**config.mk**
```make
export PLATFORM = sky130hd
export DESIGN_NAME = fetch_unit_flat
export DESIGN_NICKNAME = d
export VERILOG_FILES = /design/src/rtl/fetch_pkg.sv /design/src/rtl/fetch_if.sv /design/src/rtl/fetch_fifo.sv /design/src/rtl/fetch_unit.sv /design/src/flat_wrapper.sv
export SDC_FILE = /design/constraint.sdc
export NUM_CORES = 1
export LEC_CHECK = 0
export CORE_MARGIN = 8
export CORE_UTILIZATION = 40
export CTS_BUF_LIST = sky130_fd_sc_hd__clkbuf_16
export CTS_CLUSTER_SIZE = 28
export DETAILED_ROUTE_END_ITERATION = 6
export PLACE_DENSITY = 0.74
export RECOVER_POWER = 25
export SLEW_MARGIN = 25
export SYNTH_ARGS = -nofsm -noshare
export SYNTH_HDL_FRONTEND = slang
export SYNTH_SLANG_ARGS = --single-unit
export TNS_END_PERCENT = 20
```
**constraint.sdc**
```tcl
create_clock -name clk -period 5.3 [get_ports clk]
set_input_delay 1.06 -clock clk [delete_from_list [all_inputs] [get_ports clk]]
set_output_delay 1.06 -clock clk [all_outputs]
set_load 0.03 [all_outputs]
```
**src/rtl/fetch_pkg.sv**
```systemverilog
// fetch_pkg: shared types and sizing helpers for the instruction-fetch front end.
//   fetch_state_t : fetch controller states
//   occ_w()       : width of a FIFO occupancy counter able to hold 0..depth
//   ptr_w()       : width of a FIFO read/write pointer (at least 1 bit)
package fetch_pkg;

  typedef enum logic [2:0] {
    IDLE  = 3'd0,
    RUN   = 3'd1,
    WAIT  = 3'd2,
    DROP  = 3'd3,
    PAUSE = 3'd4
  } fetch_state_t;

  localparam int DEF_BUF_DEPTH = 2;
  localparam int DEF_OCC_W     = $clog2(DEF_BUF_DEPTH) + 1;

  function automatic int occ_w(input int depth);
    return $clog2(depth) + 1;
  endfunction

  function automatic int ptr_w(input int depth);
    return (depth > 1) ? $clog2(depth) : 1;
  endfunction

endpackage

```
**src/rtl/fetch_if.sv**
```systemverilog
// fetch_if: memory read bus plus instruction-delivery bus of the fetch unit.
//   mem_req/mem_addr  : read request, driven by the fetch unit
//   mem_ack/mem_rdata : read response, driven by the memory
//   ir_valid/ir_data/ir_pc : FIFO head, driven by the fetch unit
//   ir_ready          : consumer accept, driven by the controller
//
// Handshakes:
//   memory : mem_req rises with mem_addr and both hold until the cycle in
//            which mem_ack=1; mem_rdata is valid only in that cycle. mem_ack
//            is ignored while mem_req=0. Only one request is ever open and
//            mem_req drops for at least one cycle between requests.
//   ir     : a word transfers on every rising edge where ir_valid=1 and
//            ir_ready=1; ir_data/ir_pc stay stable while ir_valid=1 and
//            ir_ready=0. ir_valid never depends on ir_ready.
interface fetch_if #(
  parameter int ADDR_W = 8,
  parameter int DATA_W = 16
) ();

  logic              mem_req;
  logic [ADDR_W-1:0] mem_addr;
  logic              mem_ack;
  logic [DATA_W-1:0] mem_rdata;

  logic              ir_valid;
  logic [DATA_W-1:0] ir_data;
  logic [ADDR_W-1:0] ir_pc;
  logic              ir_ready;

  modport master (
    output mem_req, mem_addr,
    input  mem_ack, mem_rdata,
    output ir_valid, ir_data, ir_pc,
    input  ir_ready
  );

  modport slave (
    input  mem_req, mem_addr,
    output mem_ack, mem_rdata,
    input  ir_valid, ir_data, ir_pc,
    output ir_ready
  );

endinterface

```
**src/rtl/fetch_fifo.sv**
```systemverilog
// fetch_fifo: synchronous prefetch FIFO.
//   clk, rst_n  : clock, asynchronous active-low reset (empties the FIFO)
//   push        : write push_data (ignored when full unless popping too)
//   pop         : drop the head entry (ignored when empty)
//   flush       : empty the FIFO; overrides push and pop in the same cycle
//   head_valid  : FIFO not empty
//   head_data   : head entry, forced to 0 while empty
//   occupancy   : number of stored entries, 0..DEPTH
module fetch_fifo
  import fetch_pkg::*;
#(
  parameter int WIDTH = 24,
  parameter int DEPTH = DEF_BUF_DEPTH
) (
  input  logic                     clk,
  input  logic                     rst_n,
  input  logic                     push,
  input  logic [WIDTH-1:0]         push_data,
  input  logic                     pop,
  input  logic                     flush,
  output logic                     head_valid,
  output logic [WIDTH-1:0]         head_data,
  output logic [$clog2(DEPTH):0]   occupancy
);

  localparam int                PTR_W    = ptr_w(DEPTH);
  localparam int                OCC_W    = occ_w(DEPTH);
  localparam logic [OCC_W-1:0]  OCC_FULL = OCC_W'(DEPTH);
  localparam logic [PTR_W-1:0]  PTR_LAST = PTR_W'(DEPTH - 1);

  logic [WIDTH-1:0] store [DEPTH];
  logic [PTR_W-1:0] rd_ptr;
  logic [PTR_W-1:0] wr_ptr;
  logic [OCC_W-1:0] count;
  logic             do_push;
  logic             do_pop;

  // Explicit wrap keeps the pointers correct for DEPTH=1 as well.
  function automatic logic [PTR_W-1:0] next_ptr(input logic [PTR_W-1:0] p);
    return (p == PTR_LAST) ? '0 : p + 1'b1;
  endfunction

  always_comb begin
    do_pop  = pop && (count != '0) && !flush;
    // A full FIFO can still take a push when the head leaves in the same cycle.
    do_push = push && !flush && ((count != OCC_FULL) || do_pop);
  end

  always_ff @(posedge clk) begin
    if (do_push) begin
      store[wr_ptr] <= push_data;
    end
  end

  always_ff @(posedge clk or negedge rst_n) begin
    if (!rst_n) begin
      rd_ptr <= '0;
      wr_ptr <= '0;
      count  <= '0;
    end else if (flush) begin
      rd_ptr <= '0;
      wr_ptr <= '0;
      count  <= '0;
    end else begin
      if (do_push) wr_ptr <= next_ptr(wr_ptr);
      if (do_pop)  rd_ptr <= next_ptr(rd_ptr);
      unique case ({do_push, do_pop})
        2'b10:   count <= count + 1'b1;
        2'b01:   count <= count - 1'b1;
        default: count <= count;
      endcase
    end
  end

  assign head_valid = (count != '0);
  // Storage is not reset, so the head is masked while empty.
  assign head_data  = head_valid ? store[rd_ptr] : '0;
  assign occupancy  = count;

endmodule

```
**src/rtl/fetch_unit.sv**
```systemverilog
// fetch_unit: instruction-fetch front end of the multicycle core.
// Owns the fetch PC, keeps at most one memory read open, and buffers fetched
// words with their PC in a prefetch FIFO read by the controller.
//   clk, rst_n   : clock, asynchronous active-low reset
//   start        : pulse; flush, load start_pc, begin fetching (any state)
//   start_pc     : start address
//   redirect     : pulse; taken branch, flush and fetch from redirect_pc
//   redirect_pc  : branch target
//   halt         : level; no new memory requests while high
//   busy         : 1 in RUN, WAIT and DROP
//   dbg_state    : current controller state
//   bus          : memory request/response and instruction delivery
//
// States:
//   IDLE  : after reset, waits for start; redirect and halt are ignored.
//   RUN   : decides whether to issue the next read (buffer space, no halt).
//   WAIT  : read for fetch_pc open; the acked word is pushed.
//   DROP  : read open whose data is stale after a flush; the ack is swallowed.
//   PAUSE : halted; the FIFO still drains.
// The request is registered: RUN decides, WAIT/DROP drive mem_req. This keeps
// mem_req low for the RUN cycle between two requests. start goes straight to
// WAIT when no read is open, so mem_req follows start by one edge.
module fetch_unit
  import fetch_pkg::*;
#(
  parameter int              ADDR_W    = 8,
  parameter int              DATA_W    = 16,
  parameter int              BUF_DEPTH = DEF_BUF_DEPTH,
  parameter logic [ADDR_W-1:0] RESET_PC  = '0
) (
  input  logic              clk,
  input  logic              rst_n,
  input  logic              start,
  input  logic [ADDR_W-1:0] start_pc,
  input  logic              redirect,
  input  logic [ADDR_W-1:0] redirect_pc,
  input  logic              halt,
  output logic              busy,
  output fetch_state_t      dbg_state,
  fetch_if.master           bus
);

  localparam int               OCC_W    = occ_w(BUF_DEPTH);
  localparam logic [OCC_W-1:0] OCC_FULL = OCC_W'(BUF_DEPTH);
  localparam int               ENTRY_W  = ADDR_W + DATA_W;

  fetch_state_t      state_q, state_d;
  logic [ADDR_W-1:0] pc_q, pc_d;       // next address to fetch
  logic [ADDR_W-1:0] addr_q, addr_d;   // address of the open request
  logic              push;
  logic              flush;
  logic              pop;
  logic              jump;
  logic [ADDR_W-1:0] jump_pc;
  logic [OCC_W-1:0]  occ;
  logic              head_valid;
  logic [ENTRY_W-1:0] head_data;

  // start wins over a simultaneous redirect; redirect does nothing in IDLE.
  assign jump    = start || (redirect && (state_q != IDLE));
  assign jump_pc = start ? start_pc : redirect_pc;

  always_ff @(posedge clk or negedge rst_n) begin
    if (!rst_n) begin
      state_q <= IDLE;
      pc_q    <= RESET_PC;
      addr_q  <= '0;
    end else begin
      state_q <= state_d;
      pc_q    <= pc_d;
      addr_q  <= addr_d;
    end
  end

  always_comb begin
    state_d = state_q;
    pc_d    = pc_q;
    addr_d  = addr_q;
    push    = 1'b0;
    flush   = 1'b0;

    unique case (state_q)
      IDLE, RUN, PAUSE: begin
        if (jump) begin
          flush = 1'b1;
          pc_d  = jump_pc;
          if (start && !halt) begin
            // Buffer is flushed this edge, so there is room for the request.
            state_d = WAIT;
            addr_d  = start_pc;
          end else if (start) begin
            state_d = RUN;
          end
          // A plain redirect keeps RUN/PAUSE with the new PC.
        end else begin
          if (state_q == RUN) begin
            if (halt) begin
              state_d = PAUSE;
            end else if (occ != OCC_FULL) begin
              state_d = WAIT;
              addr_d  = pc_q;
            end
          end else if (state_q == PAUSE) begin
            if (!halt) state_d = RUN;
          end
        end
      end

      WAIT: begin
        if (bus.mem_ack) begin
          state_d = RUN;
          if (jump) begin
            // The word arriving with the flush belongs to the old stream.
            flush = 1'b1;
            pc_d  = jump_pc;
          end else begin
            push = 1'b1;
            pc_d = pc_q + 1'b1;
          end
        end else if (jump) begin
          flush   = 1'b1;
          pc_d    = jump_pc;
          state_d = DROP;
        end
      end

      DROP: begin
        if (jump) begin
          flush = 1'b1;
          pc_d  = jump_pc;
        end
        if (bus.mem_ack) begin
          state_d = halt ? PAUSE : RUN;
        end
      end

      default: begin
        state_d = IDLE;
      end
    endcase
  end

  assign pop = head_valid && bus.ir_ready;

  fetch_fifo #(
    .WIDTH (ENTRY_W),
    .DEPTH (BUF_DEPTH)
  ) u_fifo (
    .clk        (clk),
    .rst_n      (rst_n),
    .push       (push),
    .push_data  ({addr_q, bus.mem_rdata}),
    .pop        (pop),
    .flush      (flush),
    .head_valid (head_valid),
    .head_data  (head_data),
    .occupancy  (occ)
  );

  assign bus.mem_req  = (state_q == WAIT) || (state_q == DROP);
  assign bus.mem_addr = addr_q;
  assign bus.ir_valid = head_valid;
  assign bus.ir_pc    = head_data[ENTRY_W-1:DATA_W];
  assign bus.ir_data  = head_data[DATA_W-1:0];

  assign busy      = (state_q == RUN) || (state_q == WAIT) || (state_q == DROP);
  assign dbg_state = state_q;

endmodule

```
**src/flat_wrapper.sv**
```systemverilog
// flat-port wrapper written by rule: the top's interface ports become plain ports
module fetch_unit_flat import fetch_pkg::*;
#(
  parameter int              ADDR_W    = 8,
  parameter int              DATA_W    = 16,
  parameter int              BUF_DEPTH = DEF_BUF_DEPTH,
  parameter logic [ADDR_W-1:0] RESET_PC  = '0
)
  (clk, rst_n, start, start_pc, redirect, redirect_pc, halt, busy, dbg_state, bus_mem_req, bus_mem_addr, bus_mem_ack, bus_mem_rdata, bus_ir_valid, bus_ir_data, bus_ir_pc, bus_ir_ready);
  fetch_if #(.ADDR_W(ADDR_W), .DATA_W(DATA_W)) bus_i ();
  input  logic clk;
  input  logic rst_n;
  input  logic start;
  input  logic [ADDR_W-1:0] start_pc;
  input  logic redirect;
  input  logic [ADDR_W-1:0] redirect_pc;
  input  logic halt;
  output logic busy;
  output fetch_state_t dbg_state;
  output wire logic [$bits(bus_i.mem_req)-1:0] bus_mem_req;
  output wire logic [$bits(bus_i.mem_addr)-1:0] bus_mem_addr;
  input wire logic [$bits(bus_i.mem_ack)-1:0] bus_mem_ack;
  input wire logic [$bits(bus_i.mem_rdata)-1:0] bus_mem_rdata;
  output wire logic [$bits(bus_i.ir_valid)-1:0] bus_ir_valid;
  output wire logic [$bits(bus_i.ir_data)-1:0] bus_ir_data;
  output wire logic [$bits(bus_i.ir_pc)-1:0] bus_ir_pc;
  input wire logic [$bits(bus_i.ir_ready)-1:0] bus_ir_ready;
  assign bus_mem_req = bus_i.mem_req;
  assign bus_mem_addr = bus_i.mem_addr;
  assign bus_i.mem_ack = bus_mem_ack;
  assign bus_i.mem_rdata = bus_mem_rdata;
  assign bus_ir_valid = bus_i.ir_valid;
  assign bus_ir_data = bus_i.ir_data;
  assign bus_ir_pc = bus_i.ir_pc;
  assign bus_i.ir_ready = bus_ir_ready;
  fetch_unit #(.ADDR_W(ADDR_W), .DATA_W(DATA_W), .BUF_DEPTH(BUF_DEPTH), .RESET_PC(RESET_PC)) u_core (.clk(clk), .rst_n(rst_n), .start(start), .start_pc(start_pc), .redirect(redirect), .redirect_pc(redirect_pc), .halt(halt), .busy(busy), .dbg_state(dbg_state), .bus(bus_i));
endmodule
```
==> impl_results.md, run 1 <==
- Status: finished, final reports clean
- Antenna-violating nets left: 0
- Maximum clock rate: approximately 270 MHz
- I/O Buffers: 76
- Critical path class: in2reg
- Fin crit share: 0.6951
- Final setup vio count: 0
- Largest net degree at the start of global routing: 26
- Initial DRT Pass Iterations: 4
- Fraction of layout cells with a size suffix above 1: 0.1197
- Worst setup EP type: flip-flop
- Maximum clock path buffer count: 2
- CORE AREA: 0.008551 sq mm
- CP max FO: 19
- Min Tclk post-route: approximately 3700 ps
- Relative slew slack: 0.1713
- Layout net count: ~390
- Peak VDD IR: around 0.00028 V
- DR iter-0 viols: 100
- Yosys cell types: 59
- Drt wl/cell: between 15 and 20 um
- Commonest non-fill, non-tap cells in the layout: clkdlybuf4s50_1 (72), edfxtp_1 (48), nor2_1 (32), mux2i_1 (28), dfrtp_1 (23)
- Clock transition at path regs: about 50 ps
- Dpl cell area: around 0.0043 sq mm
- Gpl congestion: around 0.87
- All-Layer GR Usage: 0.1330
- Die Height: between 100 and 150 um
- Initial Utilization: 0.4053
- Async SR Flop Fraction: 0.3239
- First-pass GRT wire length: roughly 12000 um
- Clock latency on the worst-skew pair: approximately 320 ps
- Setup slack after layout: 1616 ps
- CTS resizes: 0
- RSZ-0062 raised after global routing: false
- Die width: approximately 110 um
- Final HPWL DP: ~5500 um
- Routed WL: 7733 um
- Seq cells post-synth: slightly above 70
- Pre-CTS setup slack: approximately 1300 ps
- Worst Path Required: approximately 5600 ps
- Pins Over Slew Limit: 0
- Row count: 34
- Slowest CP cell: clkdlybuf4s50_1
- Synthesized Nets: around 310
- Cell accounting for the most synthesized area: edfxtp_1
- Post-synth EDFFs: 48
- Min-Delay Path Class: reg2reg
- Antenna diodes: 0
- CTS Root Cell: clkbuf_16
- Sequential share of the synthesized area: 0.5819
- Mapped Cells: around 270
- Pwr Total: between 2000 and 2500 uW
- Pwr Density: between 400 and 500 mW/mm^2
- Synth top area cells: edfxtp_1 (42%), dfrtp_1 (17%), mux2i_1 (8.1%)
- Via count: ~2500
- WP data arrival: 3940 ps
- Slew at the pin closest to its max-slew limit: approximately 1200 ps
- Static leakage power: ~0.0016 uW
- Final Hold Fails: 0
- Largest stage delay, worst path: 1000 ps
- # DRC: 0
- Post CTS Setup Buffer Count: 0
- Yosys top cell area share: 0.4159
- Remaining Overflow, GRT: 0
- Cts hold-fix bufs: 0
- Main synth FF type: edfxtp_1
- Final Instance Area: roughly 0.0046 sq mm
- Startpoint Class: input port
- P&R area growth vs syn: 32.56%
- IO Count: 77
- Post-synthesis instance area: approximately 0.0035 sq mm
- Warnings, synthesis: 0
- Setup tns final: 0 ps
- Cts bufs inserted: 9
- Critical-path cell list: clkdlybuf4s50_1, clkinv_1, a21oi_2, nor2_1, ha_1, or3_1, a21oi_1
- Max-cap violations: 0
- Hold_ws: between 500 and 600 ps
- Clock Skews: around 5.7 ps
- Vias in the first global route: 2484
- H-tree depth: 3
- Clock Sinks: a little over 70
- Initial antenna violation count: 0
- Synth Area per Inst: 12.79 sq um
- Commonest non-fill, non-tap cell in the layout: clkdlybuf4s50_1
- Vias/cell: 5.351
- CTS tree: yes
- Die area: 0.01190 sq mm
[synthesized netlist by cell type, types with 2 or more instances]
cell and count:
a211oi_1 2, nand3_1 5, dfrtp_1 23, nor2_1 34
clkbuf_1 4, o221ai_1 2, a21oi_1 9, mux2i_1 28
a22o_1 2, and4_1 2, inv_1 9, xnor2_1 2
edfxtp_1 48, or3_1 3, mux2_4 3, xor2_1 4
a2111oi_0 2, a41oi_1 2, o21ai_0 14, buf_2 6
buf_6 2, ha_1 2, nand2b_1 2, mux2_2 11
nand2_1 6, nand4_1 2, nor3b_1 2, o211ai_1 2
nor3_1 3, a2bb2oi_1 3, and3_1 4
[registers in the layout, summed over array words and instances (netlist names)]
signal / cells
u_core.u_fifo.rd_ptr: 1
u_core.dbg_state: 3
u_core.u_fifo.wr_ptr: 1
u_core.pc_q: 8
u_core.bus.mem_addr: 8
u_core.u_fifo.occupancy: 2
u_core.u_fifo.store: 48
[kinds of logic (layout without fill, tap and decap cells)]
logic type / count (synthesis) / in the layout / share of synthesized area
flip-flops: 71 / 71 / 0.5819
AND/OR/NAND/NOR: 71 / 71 / 0.1040
XOR/XNOR: 6 / 6 / 0.01516
multiplexers: 42 / 42 / 0.1296
buffers and inverters: 24 / 104 / 0.03862
adder cells (fa/ha/maj): 2 / 2 / 0.007219
AO/OA/AOI/OAI: 55 / 55 / 0.1235
[power breakdown]
group / internal (uW) / switching, uW / total [uW]
registers: 686 / 118 / 804
clock network: 408 / 213 / 621
logic: 278 / 319 / 597
[per-stage QoR]
step	instances	util
final	459	0.5373
after global routing	459	0.5373
after CTS	459	0.5375
after detailed placement	443	0.5007
after global placement	443	0.5012
after floorplan	271	-
[routing by layer]
metal	wire length [um]	global-route usage	vias to the layer above
li1	-	-	1167
met1	3443	0.1732	1166
met2	3494	0.2023	113
met3	710	0.03842	10
met4	85	0.05572	0
met5	0	0	-
[area by class of cell]
type / count / area, sq um
multi-input combinational: 176 / 1321
sequential: 71 / 2017
clock buffer: 9 / 225.2
tap: 108 / 135.1
inverter: 10 / 37.54
fill: 727 / 3956
timing repair buffer: 78 / 769.5
clock inverter: 7 / 88.84
[final timing paths]
check	start	endpoint	slack, ps	depth (start not counted)
worst min-delay path	u_core.bus.mem_addr[1]	u_core.u_fifo.store[1][17]	510	0
worst min register to register	u_core.bus.mem_addr[1]	u_core.u_fifo.store[1][17]	510	0
worst max register to register	u_core.dbg_state[0]	u_core.u_fifo.store[1][3]	2870	4
max in group asynchronous	rst_n	u_core.bus.mem_addr[6]	3580	1
worst max-delay path	start	u_core.u_fifo.occupancy[1]	1620	7
min in group asynchronous	rst_n	u_core.pc_q[3]	980	1
[worst max-delay path: cells and delay by family]
family                     cells  cell delay (ps)
buffers and inverters          2             1500
AOI/OAI and AO/OA              2              550
adders and majority gates      1              330
and+or+nand+nor                2              480
No activity file was read; power rests on OpenSTA's default activity.
==> run 2: changes to the inputs <==
==> constraint.sdc (replaced) <==
create_clock -name clk -period 3.5 [get_ports clk]
set_input_delay 0.7 -clock clk [delete_from_list [all_inputs] [get_ports clk]]
set_output_delay 0.7 -clock clk [all_outputs]
set_load 0.03 [all_outputs]
==> run 2 against run 1 <==
Die area unchanged. Register-to-register slack worse by 1800 ps. Non-clock buffer count up 5. Clock skew shrank 1.9 ps. Design area grew 1.1%. Sequential power up 50%. Global-route usage increased by 0.44 points. First-iteration DRC count increased by 3.0%. Flip-flop and latch count stayed put.
==> impl_results.md, run 2 (synthesized netlist as in run 1, its figures left out) <==
- Status: finished, final reports clean
- Commonest non-fill, non-tap cell in the layout: clkdlybuf4s50_1
- Setup tns final: 0 ps
- Antenna-violating nets left: 0
- Worst Path Required: 2800 ps
- Min Tclk post-route: approximately 2800 ps
- Drt wl/cell: 16.81 um
- CTS tree: yes
- Relative slew slack: 0.1418
- WP data arrival: roughly 2100 ps
- Clock latency on the worst-skew pair: between 300 and 400 ps
- Setup slack after layout: about 720 ps
- P&R area growth vs syn: 34.08%
- Pre-CTS setup slack: 536.1 ps
- Post CTS Setup Buffer Count: 0
- Vias in the first global route: about 2500
- Clock Skews: 3.793 ps
- Commonest non-fill, non-tap cells in the layout: clkdlybuf4s50_1 (71), edfxtp_1 (48), nor2_1 (32), mux2i_1 (28), dfrtp_1 (23)
- Maximum clock path buffer count: 2
- Multi-input gate area: around 0.0013 sq mm
- Clock transition at path regs: approximately 60 ps
- Gpl congestion: 0.8952
- # DRC: 0
- Startpoint Class: flip-flop
- CORE AREA: between 0.008 and 0.009 sq mm
- CP max FO: 19
- All-Layer GR Usage: 0.1374
- Clock Sinks: 71
- Remaining Overflow, GRT: 0
- CTS Root Cell: clkbuf_16
- CTS resizes: 0
- Final setup vio count: 0
- Die Height: 109.1 um
- Max reg flops: 48
- IO Count: 77
- Fillers: ~730
- Top reg by flops: u_core.u_fifo.store
- Maximum clock rate: roughly 360 MHz
- DR iter-0 viols: 103
- Cts bufs inserted: 9
- Via count: 2468
- First-pass GRT wire length: about 13000 um
- Initial antenna violation count: 0
- Min-Delay Path Class: reg2reg
- Slew at the pin closest to its max-slew limit: between 1000 and 1500 ps
- Dpl cell area: between 0.004 and 0.005 sq mm
- Die area: ~0.012 sq mm
- Fraction of layout cells with a size suffix above 1: 0.1348
- Critical path class: reg2out
- Pwr Density: 668.3 mW/mm^2
- Max-cap violations: 0
- Final HPWL DP: about 5600 um
- Initial Utilization: 0.4053
- Antenna diodes: 0
- I/O Buffers: between 70 and 80
- Largest net degree at the start of global routing: 26
- Final Instance Area: 0.004647 sq mm
- Peak VDD IR: about 0.00038 V
- Layout net count: 392
- RSZ-0062 raised after global routing: false
- Die width: 109.1 um
- Pins Over Slew Limit: 0
- Final Hold Fails: 0
- Cts hold-fix bufs: 0
- Row count: 34
- Vias/cell: 5.319
- H-tree depth: 3
- Register area: a little over 0.002 sq mm
- Static leakage power: approximately 0.0016 uW
- Worst setup EP type: output port
- Fin crit share: 0.7938
- Initial DRT Pass Iterations: 4
- Routed WL: between 7000 and 8000 um
==> run 2: cell count changes in the layout (fill, tap and decap cells not counted), sizes merged <==
cell and delta:
buf +5, clkdlybuf4s50 -1, dlygate4sd3 +1, clkinv -1
inv +1
==> run 2: final timing paths <==
path,start,endpoint,slack [ps],cells past startpoint
min in group asynchronous,rst_n,u_core.pc_q[3],640,1
setup / recovery,u_core.dbg_state[0],busy,720,3
hold reg to reg,u_core.bus.mem_addr[3],u_core.u_fifo.store[0][19],500,0
max in group asynchronous,rst_n,u_core.dbg_state[2],2100,1
hold / removal,u_core.bus.mem_addr[3],u_core.u_fifo.store[0][19],500,0
setup reg to reg,u_core.dbg_state[0],u_core.u_fifo.occupancy[1],1050,6
==> run 2: area by class of cell <==
cell class | instances | area share
timing repair buffer | 83 | 0.1737
inverter | 10 | 0.008078
clock buffer | 9 | 0.04847
sequential | 71 | 0.4340
multi-input combinational | 176 | 0.2841
tap | 108 | 0.02908
clock inverter | 7 | 0.02262
==> run 2: metrics by stage <==
stage,hold slack (ps),power [uW],std cells,utilization
2_1_floorplan,404.4,1822,271,-
3_3_place_gp,472.6,2121,448,0.5056
3_5_place_dp,488.8,2141,448,0.5050
4_1_cts,366.5,3136,464,0.5436
5_1_grt,519.0,3260,464,0.5435
6_report,499.2,3106,464,0.5435
==> run 2: where the power goes <==
| group | internal, uW | switching [uW] | total, uW |
|---|---|---|---|
| Combinational | 424 | 490 | 913 |
| Clock | 633 | 346 | 979 |
| Sequential | 1040 | 174 | 1210 |
| Total | 2100 | 1010 | 3110 |
==> run 2: worst max-delay path, cell delays in order, from the launching register on <==
cell             delay [ps]
dfrtp_1                 750
inv_1                   130
a21oi_1                 170
clkdlybuf4s50_1         700
==> run 2: routing by layer <==
| layer | share of wire | wire length (um) | vias up | global-route usage |
|---|---|---|---|---|
| li1 | - | - | 1183 | - |
| met1 | 0.44 | 3398 | 1171 | 0.1720 |
| met2 | 0.47 | 3659 | 104 | 0.2188 |
| met3 | 0.082 | 639 | 10 | 0.03664 |
| met4 | 0.013 | 101 | 0 | 0.05963 |
| met5 | 0 | 0 | - | 0 |
==> variant 1, RTL diff (settings of run 1) <==
`DATA_W` is set to 16 in 3 places; all go to 24.
--- a/src/rtl/fetch_if.sv
+++ b/src/rtl/fetch_if.sv
@@ -16,3 +16,3 @@
   parameter int ADDR_W = 8,
-  parameter int DATA_W = 16
+  parameter int DATA_W = 24
 ) ();
--- a/src/rtl/fetch_unit.sv
+++ b/src/rtl/fetch_unit.sv
@@ -26,3 +26,3 @@
   parameter int              ADDR_W    = 8,
-  parameter int              DATA_W    = 16,
+  parameter int              DATA_W    = 24,
   parameter int              BUF_DEPTH = DEF_BUF_DEPTH,
--- a/src/flat_wrapper.sv
+++ b/src/flat_wrapper.sv
@@ -4,3 +4,3 @@
   parameter int              ADDR_W    = 8,
-  parameter int              DATA_W    = 16,
+  parameter int              DATA_W    = 24,
   parameter int              BUF_DEPTH = DEF_BUF_DEPTH,
Ports: changed (resized bus_ir_data and bus_mem_rdata); port bits go from 77 to 93. The function was not compared with the original's and may differ.
==> variant 1 against run 1 <==
Total power is 11% higher; via count is 13% higher; final area is 16% higher; sequential share of layout area is 2.9 points higher; global-route usage is 0.31 points higher; synthesized area is 16% higher; sequential cell count is 16 higher; setup slack better by 140 ps; routed wire length is 18% higher; non-clock buffer count is 15 higher; critical path depth is 3 lower.
==> variant 1: results (changes against run 1) <==
synthesis:
  netlist_top_cells_count: "edfxtp_1 (64), nor2_1 (50), mux2i_1 (40)"  # was edfxtp_1 (48), nor2_1 (34), mux2i_1 (28)
  postSynthCellCount: 307  # was 271
  synth_cell_type_count: 50  # was 59
  synth-edff-count: 64  # was 48
  syn_nets: 356  # was 312
  synth-seq-area-share: 0.621  # was 0.582
  synthTopCellsByArea: "edfxtp_1 (48%), dfrtp_1 (14%), mux2i_1 (10%), mux2_2 (4.8%), nor2_1 (4.7%)"  # was edfxtp_1 (42%), dfrtp_1 (17%), mux2i_1 (8.1%), nor2_1 (3.7%), mux2_2 (3.6%)
  async_flop_share: 0.264  # was 0.324
setup_path:
  reg2reg_to: "u_core.u_fifo.occupancy[1]"  # was u_core.u_fifo.store[1][3]
  r2r_slack_ps: 2510  # was 2870 ps
  critPathTopFamily: "simple AND/OR/NAND/NOR gates"  # was buffers and inverters
  critPathCapture: "u_core.u_fifo.store[0][2]"  # was u_core.u_fifo.occupancy[1]
  worstPathArrival_ps: 3500  # was 3940 ps
  cpPeakStageDelay_ps: 920  # was 1000 ps
  rr_worst_depth: 8  # was 4
  start_kind: "input pin"  # unchanged
place:
  dp_hpwl_um: 6370  # was 5520 um
  io_buffer_count: 92  # was 76
  place_inst: 518  # was 443
  pre_cts_slack_ps: 1430  # was 1340 ps
sta:
  skew_ps: 6.51  # was 5.68 ps
  period_minus_slack_ps: 3550  # was 3680 ps
  worstMarginPinSlew_ps: 1310  # was 1240 ps
drt:
  drt_iter0_drc: 169  # was 100
  viasPerCell: 5.19  # was 5.35
  wl_um: 9120  # was 7730 um
  num_vias: 2771  # was 2456
power:
  powerClk_mw: 0.583  # was 0.621 mW
  ir_drop_v: 0.000245  # was 0.000277 V
  powerComb_mw: 0.678  # was 0.597 mW
  leakage_nw: 1.82  # was 1.61 nW
  power_mw: 2.25  # was 2.02 mW
cells_and_area:
  nets: 445  # was 387
  layout-drive-gt1-share: 0.107  # was 0.120
  largest_reg_flops: 64  # was 48
grt:
  grt_pass1_vias: 2751  # was 2484
  grt_pass1_wl_um: 14100  # was 12400 um
  grtUsageTotal: 0.136  # was 0.133
die:
  initial_core_util: 0.412  # was 0.405
outcome:
  status: "finished, final reports clean"  # unchanged
clocking:
  ctsResizeCount: 0  # unchanged
[variant 1: cell types whose count changed after synthesis, moves of 4 or more]
cell	run 1	this run
a21oi_1	9	2
buf_2	6	10
edfxtp_1	48	64
mux2_2	11	17
mux2i_1	28	40
nor2_1	34	50
o21ai_0	14	10
o31ai_1	0	4
[variant 1: layout make-up]
class | count | area [um2]
Multi-Input combinational cell | 198 | 1450
Clock inverter | 7 | 55.1
Tap cell | 133 | 166
Sequential cell | 87 | 2500
Clock buffer | 9 | 225
Timing Repair Buffer | 93 | 922
Fill cell | 857 | 4440
Inverter | 7 | 26.3
[variant 1: worst min path at each step]
stage | start | cells past startpoint | endpoint | slack, ps
detailed placement | u_core.bus.mem_addr[7] | 0 | u_core.u_fifo.store[0][31] | 500
global route | u_core.bus.mem_addr[7] | 0 | u_core.u_fifo.store[0][31] | 530
global placement | u_core.bus.mem_addr[0] | 0 | u_core.u_fifo.store[0][24] | 480
CTS | u_core.bus.mem_addr[7] | 0 | u_core.u_fifo.store[0][31] | 510
floorplan | u_core.pc_q[6] | 1 | u_core.pc_q[6] | 500
finish | u_core.bus.mem_addr[7] | 0 | u_core.u_fifo.store[0][31] | 510
[variant 1: kinds of logic after synthesis]
group	synth area share
AOI/OAI and AO/OA	0.0920
buffers and inverters	0.0246
muxes	0.147
DFF	0.621
adders and majority gates	0.00622
and+or+nand+nor	0.0964
xor gates and xnor gates	0.0131
[variant 1: routing by layer]
| metal | GRT usage | up-vias | part of all wire |
|---|---|---|---|
| met5 | 0 | - | 0 |
| met4 | 0.0337 | 0 | 0.0077 |
| met3 | 0.0460 | 9 | 0.084 |
| met2 | 0.221 | 111 | 0.47 |
| met1 | 0.171 | 1318 | 0.43 |
| li1 | - | 1333 | - |
==> variant 2, RTL diff (config.mk and constraints of run 1) <==
Without the edit above. `addr_q` no longer has a reset.
--- a/src/rtl/fetch_unit.sv
+++ b/src/rtl/fetch_unit.sv
@@ -66,3 +66,2 @@
       pc_q    <= RESET_PC;
-      addr_q  <= '0;
     end else begin
@@ -70,4 +69,7 @@
       pc_q    <= pc_d;
-      addr_q  <= addr_d;
     end
+  end
+
+  always_ff @(posedge clk) begin
+    addr_q <= addr_d;
   end
Check against the original RTL: not equivalent (a bounded check fails within 4 cycles, from zero or initial values and one cycle with rst_n low).
==> variant 2 against run 1 <==
Synthesized area decreased by 1.0%; final area is 0.41% lower; register-to-register slack worse by 70 ps; first-iteration DRC count rose by 6.0%; setup slack better by 62 ps; global-route usage is 0.46 points higher; core utilization rose by 1.7 points; routed wire length is 1.9% higher; total power shrank 6.5%; sequential cell count unchanged; final cell count is 1.7% lower.
==> variant 2: results (changes against run 1) <==
grt:
  grt_pass1_wl_um: 12700  # was 12400 um
  grtUsageMet3: 0.0366  # was 0.0384
  grtUsageTotal: 0.138  # was 0.133
  grtUsageMet1: 0.174  # was 0.173
  antenna_found_initial: 0  # unchanged
  grt_start_max_net_pins: 26  # unchanged
  grt.met2_usage: 0.216  # was 0.202
drt:
  met3_length_um: 617  # was 710 um
  met2_length_um: 3690  # was 3490 um
  drt_iter0_drc: 106  # was 100
  num_vias: 2466  # was 2456
  route.layer.met1.wl_um: 3410  # was 3440 um
  drt-pass1-iter-count: 4  # unchanged
  wl_per_cell_um: 17.5  # was 16.8 um
cells_and_area:
  top_register: "u_core.u_fifo.store"  # unchanged
  clock_area_frac: 0.0667  # was 0.0684
  num-multi-input-gates: 173  # was 176
  design.seq.count: 71  # unchanged
  n_all_inverters: 7  # was 10
  multi_input_area_share: 0.278  # was 0.288
  n_fill_cell: 717  # was 727
  seq_share: 0.450  # was 0.439
  buffers: 79  # was 78
  layout-drive-gt1-share: 0.121  # was 0.120
  antennaDiodeCount: 0  # unchanged
  nets: 382  # was 387
synthesis:
  synth-edff-count: 56  # was 48
  netlist_top_cells_count: "edfxtp_1 (56), nor2_1 (40), mux2i_1 (25)"  # was edfxtp_1 (48), nor2_1 (34), mux2i_1 (28)
  synthTopCellsByArea: "edfxtp_1 (49%), dfrtp_1 (11%), mux2i_1 (7.3%), nor2_1 (4.4%), mux2_2 (1.6%)"  # was edfxtp_1 (42%), dfrtp_1 (17%), mux2i_1 (8.1%), nor2_1 (3.7%), mux2_2 (3.6%)
  syn_nets: 305  # was 312
  async_flop_share: 0.211  # was 0.324
  synth-seq-area-share: 0.600  # was 0.582
setup_path:
  crit_path_start: "u_core.u_fifo.rd_ptr"  # was start
  crit_slowest_cell: "dfrtp_1"  # was clkdlybuf4s50_1
  critPathTopFamily: "flip-flops"  # was buffers and inverters
  r2r_slack_ps: 2800  # was 2870 ps
  reg2reg_to: "u_core.u_fifo.occupancy[1]"  # was u_core.u_fifo.store[1][3]
  cpPeakStageDelay_ps: 1020  # was 1000 ps
  rr_worst_depth: 8  # was 4
  critPathCapture: "bus_ir_pc[5]"  # was u_core.u_fifo.occupancy[1]
hold_path:
  holdPathStages: 0  # unchanged
  hp-start: "u_core.bus.mem_addr[5]"  # was u_core.bus.mem_addr[1]
  hold_end: "u_core.u_fifo.store[0][21]"  # was u_core.u_fifo.store[1][17]
power:
  powerSeq_mw: 0.775  # was 0.804 mW
  ir_drop_v: 0.000256  # was 0.000277 V
  netSwitchingPower_mw: 0.616  # was 0.650 mW
  leakage_nw: 1.56  # was 1.61 nW
  seqPwrFrac: 0.410  # was 0.398
  combPwrFrac: 0.270  # was 0.295
sta:
  skew_ps: 5.27  # was 5.68 ps
  worstMarginPinSlew_ps: 1030  # was 1240 ps
  period_minus_slack_ps: 3620  # was 3680 ps
place:
  dp_hpwl_um: 5630  # was 5520 um
  gp_congestion: 0.864  # was 0.874
  pre_cts_slack_ps: 1770  # was 1340 ps
clocking:
  clockBufferDepth: 2  # unchanged
  ctsResizeCount: 0  # unchanged
outcome:
  status: "finished, final reports clean"  # unchanged
variant 2: changes by cell type in the layout (fill, tap and decap cells not counted), moves of 6 or more:
cell and change:
dlygate4sd3_1 +12, clkdlybuf4s50_1 -11, o21ai_0 -9, dfrtp_1 -8
edfxtp_1 +8, mux2_2 -6, nor2_1 +6
variant 2: cell families after synthesis:
kind of cell / share of synthesized area
AOI/OAI and AO/OA: 0.110
xor gates and xnor gates: 0.0153
adders and majority gates: 0.00729
buffers and inverters: 0.0321
DFF: 0.600
muxes: 0.105
and+or+nand+nor: 0.131
variant 2: stage by stage:
stage | util | hold slack, ps | std cells | area [um2]
6_report | 0.554 | 473 | 451 | 4580
5_1_grt | 0.554 | 488 | 451 | 4580
4_1_cts | 0.554 | 473 | 451 | 4580
3_5_place_dp | 0.517 | 463 | 435 | 4270
3_3_place_gp | 0.517 | 453 | 435 | 4270
2_1_floorplan | - | 515 | 264 | 3430
